## config.mk

```make
export PLATFORM = sky130hd
export DESIGN_NAME = clk_divider
export DESIGN_NICKNAME = d
export VERILOG_FILES = /design/src/rtl/pwm_timer_pkg.sv /design/src/rtl/clk_divider.sv
export SDC_FILE = /design/constraint.sdc
export NUM_CORES = 1
export LEC_CHECK = 0
export ABC_AREA = 1
export BUFFER_PORTS_ARGS = -buffer_cell sky130_fd_sc_hd__buf_4
export CORE_MARGIN = 2
export CORE_UTILIZATION = 50
export CTS_BUF_LIST = sky130_fd_sc_hd__clkbuf_8
export DETAILED_ROUTE_END_ITERATION = 10
export GPL_TIMING_DRIVEN = 0
export PLACE_DENSITY = 0.71
export SYNTH_ARGS = -nofsm -noshare
export SYNTH_HDL_FRONTEND = slang
export SYNTH_SLANG_ARGS = --single-unit
export TNS_END_PERCENT = 5
```

## constraint.sdc

```tcl
create_clock -name chosen_clk -period 2.7 [get_ports chosen_clk]
set_input_delay 0.405 -clock chosen_clk [delete_from_list [all_inputs] [get_ports chosen_clk]]
set_output_delay 0.405 -clock chosen_clk [all_outputs]
set_load 0.05 [all_outputs]
```

## src/rtl/pwm_timer_pkg.sv

```systemverilog
// Shared constants for the PWM timer slice.
// Used by clk_divider, main_counter and timer.
package pwm_timer_pkg;

    localparam int DIV_WIDTH = 16;
    localparam int MIN_DIV   = 2;

endpackage

```

## src/rtl/clk_divider.sv

```systemverilog
// Programmable clock divider producing a registered slow_clk and tick from chosen_clk.
// The divisor is shadowed and only reloads at a period boundary, so slow_clk never has a runt phase.
module clk_divider
    import pwm_timer_pkg::*;
#(
    parameter int WIDTH = DIV_WIDTH
) (
    input  logic             chosen_clk,
    input  logic             rst,
    input  logic             div_en,
    input  logic [WIDTH-1:0] divisor,
    output logic             slow_clk,
    output logic             tick,
    output logic             bypass,
    output logic             div_active
);

    localparam logic [WIDTH-1:0] ONE   = WIDTH'(1);
    localparam logic [WIDTH-1:0] N_MIN = WIDTH'(MIN_DIV);

    logic             running;
    logic [WIDTH-1:0] cnt;
    logic [WIDTH-1:0] div_q;

    logic [WIDTH-1:0] neff_cur;
    logic [WIDTH-1:0] neff_new;
    logic [WIDTH-1:0] half_cur;
    logic [WIDTH-1:0] cnt_inc;
    logic             wrap;

    // A zero divisor behaves like divide-by-one.
    assign neff_cur = (div_q == '0)   ? ONE : div_q;
    assign neff_new = (divisor == '0) ? ONE : divisor;

    // ceil(N/2) written so that N = 2^WIDTH-1 does not overflow.
    assign half_cur = (neff_cur >> 1) + WIDTH'(neff_cur[0]);
    assign cnt_inc  = cnt + ONE;
    assign wrap     = running && (cnt == neff_cur - ONE);

    // NOTE: all state uses non-blocking assignments so every register samples
    // the pre-edge values; blocking here would let later lines see updated state.
    always_ff @(posedge chosen_clk) begin
        if (rst) begin
            running    <= 1'b0;
            cnt        <= '0;
            div_q      <= '0;
            slow_clk   <= 1'b0;
            tick       <= 1'b0;
            bypass     <= 1'b0;
            div_active <= 1'b0;
        end else if (!div_en) begin
            // Stop abandons the period; div_q is kept so a stop on a wrap edge does not reload it.
            running    <= 1'b0;
            cnt        <= '0;
            slow_clk   <= 1'b0;
            tick       <= 1'b0;
            bypass     <= 1'b0;
            div_active <= 1'b0;
        end else if (!running || wrap) begin
            // Start and wrap are both period boundaries: reload the shadow divisor.
            running    <= 1'b1;
            cnt        <= '0;
            div_q      <= divisor;
            tick       <= 1'b1;
            slow_clk   <= (neff_new >= N_MIN);
            bypass     <= (neff_new < N_MIN);
            div_active <= 1'b1;
        end else begin
            // Reaching here implies Neff >= 2, since Neff = 1 wraps on every edge.
            cnt        <= cnt_inc;
            tick       <= 1'b0;
            slow_clk   <= (cnt_inc < half_cur);
        end
    end

endmodule

```

; Yosys cells after proc, flatten, opt, wreduce, memory -nomap -nowiden
; Cells that the tools add are included.
; Widths: inputs -> output; s select.
[word_totals]
output_inout_bits = 4
latch_bits = 0
in_bits = 19
word_cells = 26
mem_count = 0
mem_bits_rw = 0
mem_bits_ro = 0
reg_bits = 36
[classes]
n_eq_ne = 1
reduce_logical = 8
mux = 4
order_cmp = 3
n_mul = 0
n_bitwise = 1
n_addsub = 3
shifts = 0
div = 0
[op_table]
columns = cell, n
row1 = $logic_not 16->1, 2
row2 = $mux 16, 2
row3 = $add 15x1->16, 1
row4 = $add 16x1->16 const B, 1
row5 = $eq 16x16->1, 1
row6 = $ge 16x2->1 const B, 1
row7 = $lt 16x16->1, 1
row8 = $lt 16x2->1 const B, 1
row9 = $sub 16x1->16 const B, 1
row10 = $reduce_or 3->1, 1
row11 = $mux 1, 2
row12 = $reduce_and 2->1, 1
row13 = $reduce_or 2->1, 1
row14 = $logic_and 1x1->1, 1
row15 = $logic_not 1->1, 1
row16 = $logic_or 1x1->1, 1
row17 = $not 1->1, 1

; Longest topological paths before layout
[depth]
depth_word = 7
ltp_mapped = 24
depth_no_buf = 22

; Least setup slack after synthesis
; OpenSTA, ideal clock, no wires.
[synth_path]
path_type = reg-to-reg
startpoint = register cnt[0]
endpoint = register slow_clk
path_stages_with_launch = 22
n_path_buf = 0
t_required_ns = 2.630
arrival_ns = 2.778
synth_period_minus_slack_ns = 2.847
setup_time_ns = 0.070
setup_slack_ns = -0.147
path_cell_list = dfxtp_1 ha_1 nand2_1 nor2_1 inv_1 nor2_1 nand2_1 nor3_2 nand2_1 nor2_1 nand3_1 or2_0 xor2_1 inv_1 ha_1 nand2_1 nor2_1 a211oi_1 o21ai_0 a21oi_1 nand3_1 a21oi_1
[synth_via]
word_cells_on_any_way = 6
classes_between = add/sub (1) / order compare (1) / eq/ne (1) / mux (1) / reduce/logical (2)
[synth_rtl]
columns = element, line_no
row1 = "start, declared", clk_divider.sv:22  ; logic [WIDTH-1:0] cnt;
row2 = "start signal, assigned", clk_divider.sv:70  ; cnt <= cnt_inc;
row3 = $add 16x1->16, clk_divider.sv:37  ; assign cnt_inc = cnt + ONE;
row4 = named net cnt_inc[14], clk_divider.sv:28  ; logic [WIDTH-1:0] cnt_inc;
row5 = $lt 16x16->1, clk_divider.sv:72  ; slow_clk <= (cnt_inc < half_cur);
row6 = $mux 1, clk_divider.sv:59  ; end else if (!running || wrap) begin
row7 = "end signal, assigned", clk_divider.sv:65  ; slow_clk <= (neff_new >= N_MIN);
row8 = "end signal, assigned", clk_divider.sv:72
row9 = "end, declared", clk_divider.sv:12  ; output logic slow_clk,
; The timed path passes the listed nets, and every way through them passes these cells.
; A chain may end at the register's enable or synchronous reset.

; Worst setup path after layout
; Same ends and word-level chain as after synthesis.

==> results.sh <==
export IMPL_drt_iter0_markers=165
export IMPL_firstDrtPassIters=5
export IMPL_synth_edf_count=0
export IMPL_p_per_area_nw_per_um2=349.9
export IMPL_use_met1_pct=32.35
export IMPL_n_antenna_cell=0
export IMPL_whs_path_depth=5
export IMPL_fp_dieW_um=80.64
export IMPL_grt_max_degree=12
export IMPL_cts_sinks=36
export IMPL_tns_ns=-1.804
export IMPL_die_y_um=80.64
export IMPL_critPathArrivalTime_ns=3.28
export IMPL_start_util_pct=52.68
export IMPL_worst_setup_path_type="flip-flop to flip-flop"
export IMPL_fillers=446
export IMPL_maxCapViolations=0
export IMPL_routedWlPerCell_um=13.27
export IMPL_coreArea_um2=5574
export IMPL_yosys_area_top_type="dfxtp_1"
export IMPL_wirelength_mm=7.880
export IMPL_synth_top_area_share_pct=24.54
export IMPL_cp_cell_sequence="ha_4 -> nand2_4 -> nor2_4 -> inv_2 -> nor2_4 -> nand2_2 -> nor3_4 -> buf_4 -> buf_4 -> buf_4 -> buf_4 -> buf_4 -> buf_4 -> buf_4 -> xor2_2 -> inv_1 -> ha_2 -> a21oi_2 -> nor3_2 -> a211oi_2 -> o21ai_1 -> a21oi_2 -> nand3_1 -> a21oi_2"
export IMPL_min_path_type="input port to flip-flop"
export IMPL_status="finished with violations"
export IMPL_drive_gt1_share_pct=32.38
export IMPL_crit_fanout=3
export IMPL_fin_util_pct=71.85
export IMPL_root_buffer="clkbuf_8"
export IMPL_grt_use_met3_pct=3.483
export IMPL_relSlewSlack_pct=67.18
export IMPL_io_pins=23
export IMPL_synth_flop_cell="dfxtp_1"
export IMPL_setup_violations_final=23
export IMPL_synth_warnings=0
export IMPL_worst_endpoint_required_ns=2.93
export IMPL_grt_pass1_wl_mm=13.10
export IMPL_cp_top_family="buffers and inverters"
export IMPL_syn_area_um2=2937
export IMPL_max_freq_mhz=327.3
export IMPL_final_area_um2=4005
export IMPL_clkLatencyLatePin_ns=0.30
export IMPL_portBuffers=21
export IMPL_path_depth=24
export IMPL_final_nets=558
export IMPL_grt_ovfl_total=0
export IMPL_ctsLongestPathBuffers=2
export IMPL_pre_cts_slack_ns=-0.8323
export IMPL_gp_congestion=0.8538
export IMPL_path_buf_inv=9
export IMPL_htreeDepth=2
export IMPL_worst_slew_pin_slew_ns=0.4923
export IMPL_busiest_layer="met2"
export IMPL_dp_hpwl_mm=5.356
export IMPL_ff2ff_path_depth=24
export IMPL_p_leak_nw=1.969
export IMPL_clk_pin_slew_ns=0.08
export IMPL_cts_made_buffers=5
export IMPL_cp_common_cell="buf_4"
export IMPL_rsz0062_at_grt="yes"
export IMPL_place_area_um2=3187
export IMPL_synthTopCellsByArea="dfxtp_1 25%, nand2_1 11%, inv_1 9.1%"
export IMPL_period_share_pct=113.2
export IMPL_peakVddDrop_uv=282.1
export IMPL_met2_usage_pct=45.50
export IMPL_track_usage_pct=25.72
export IMPL_crit_path_end_kind="flip-flop"
export IMPL_via_count=3059
export IMPL_holdWs_ns=0.4350
export IMPL_syn_nets=484
export IMPL_ys_seq_area_share_pct=24.54
export IMPL_crit_path_start_kind="flip-flop"
export IMPL_maxSlewViolCount=0
export IMPL_finalHoldViolCount=0
export IMPL_antenna_found_initial=0
export IMPL_synth_seq_cells=36
export IMPL_vias_per_cell=5.150
export IMPL_ys_async_sr_fraction_pct=0
export IMPL_syn_area_per_cell_um2=6.569
export IMPL_cts_tree="built"
export IMPL_fin_crit_ns=3.056
export IMPL_skew_ns=0.01077
export IMPL_grt_pass1_vias=2959
export IMPL_netlist_instances=447
export IMPL_fin_ws_ns=-0.3557
export IMPL_syn2layout_area_growth_pct=36.39
export IMPL_violations="negative setup slack"
export IMPL_slowest_stage="dfxtp_4"
export IMPL_drc=0
export IMPL_die_area_um2=6502
export IMPL_cts_hold_buf=0
export IMPL_row_count=27
export IMPL_max_stage_delay_ns=0.37
export IMPL_ys_types=32
export IMPL_ant_nets=0
[area by class of cell]
cell class / instances / area [µm²] / share of cell area [%]
Tap cell: 72 / 90.09 / 2.249
Clock buffer: 6 / 82.58 / 2.062
Timing Repair Buffer: 67 / 510.5 / 12.75
Clock inverter: 2 / 11.26 / 0.2812
Buffer: 18 / 127.6 / 3.186
Sequential cell: 36 / 738.2 / 18.43
Multi-Input combinational cell: 321 / 2175 / 54.30
Inverter: 72 / 270.3 / 6.748
[state kept, by name, summed over array words and instances (netlist names)]
register  flops
running       1
cnt          16
div_q        16
tick          1
slow_clk      1
bypass        1
[placed cells by master, fill, tap and decap left out, drive strengths merged]
master and n:
nand2 89, buf 79, inv 72, nor2 65, nand3 46, dfxtp 36, xor2 28, a21oi 26
ha 18, clkbuf 12, nand4 11, nor3 11, nand3b 5, xnor2 5, o21ai 5, nor4 4
a211oi 2, nor3b 2, or2 1, o21bai 1, o31ai 1, clkinv 1, o211ai 1, clkinvlp 1
[cell families (layout without fill, tap and decap cells)]
family	Yosys count	in the layout	share of synthesized area, %
AOI/OAI and AO/OA	36	36	6.561
xor gates and xnor gates	33	33	9.842
adders and majority gates	18	18	7.670
buffers and inverters	90	165	13.29
DFF	36	36	24.54
and+or+nand+nor	234	234	38.09
[per-layer routing]
metal / part of all wire [%] / vias to the layer above / routed length (µm)
met5: 0 / - / 0
met4: 2.0 / 0 / 156
li1: - / 1558 / -
met2: 48 / 75 / 3798
met3: 3.2 / 16 / 253
met1: 47 / 1410 / 3672
[worst min-delay path, delay by kind of cell]
| kind | cells | cell delay [ns] |
|---|---|---|
| buf+inv | 2 | 0.12 |
| simple gates | 3 | 0.17 |
[what timing repair did]
item / CTS / global route
gates resized for setup: 55 / 37
pin swaps: 31 / 29
gates cloned: 0 / 0
endpoints found under the setup margin: 34 / 34
setup buffers: 43 / 5
[synth_stat cells, types with 6 or more instances]
cell and n:
xor2_1 28, dfxtp_1 36, nor3_1 9, nand4_1 10
inv_1 71, nand3_1 45, buf_6 6, nor2_2 9
ha_1 18, nor2_1 54, a21oi_1 26, nand2_1 83
clkbuf_1 6, buf_2 6
[where the power goes]
group	internal [W]	switching [W]	total, W
Sequential	0.000552	0.0000239	0.000576
Clock	0.000204	0.000212	0.000416
Combinational	0.000159	0.000250	0.000409
[worst paths after layout]
kind	start	to	slack, ns
worst max-delay path	cnt[0]$_SDFF_PP0_	slow_clk$_SDFF_PP0_	-0.36
worst min-delay path	divisor[2]	div_q[2]$_SDFFE_PP0P_	0.44
worst max register to register	cnt[0]$_SDFF_PP0_	slow_clk$_SDFF_PP0_	-0.36
worst min register to register	bypass$_SDFFE_PP0P_	bypass$_SDFFE_PP0P_	0.47
[through the flow]
| stage | cells | total power, W |
|---|---|---|
| finish | 594 | 0.001401 |
| global route | 594 | 0.001480 |
| CTS | 589 | 0.001385 |
| detailed placement | 540 | 0.0009418 |
| global placement | 540 | 0.0009360 |
| floorplan | 447 | 0.0008570 |
No activity file was read; power rests on OpenSTA's default activity.
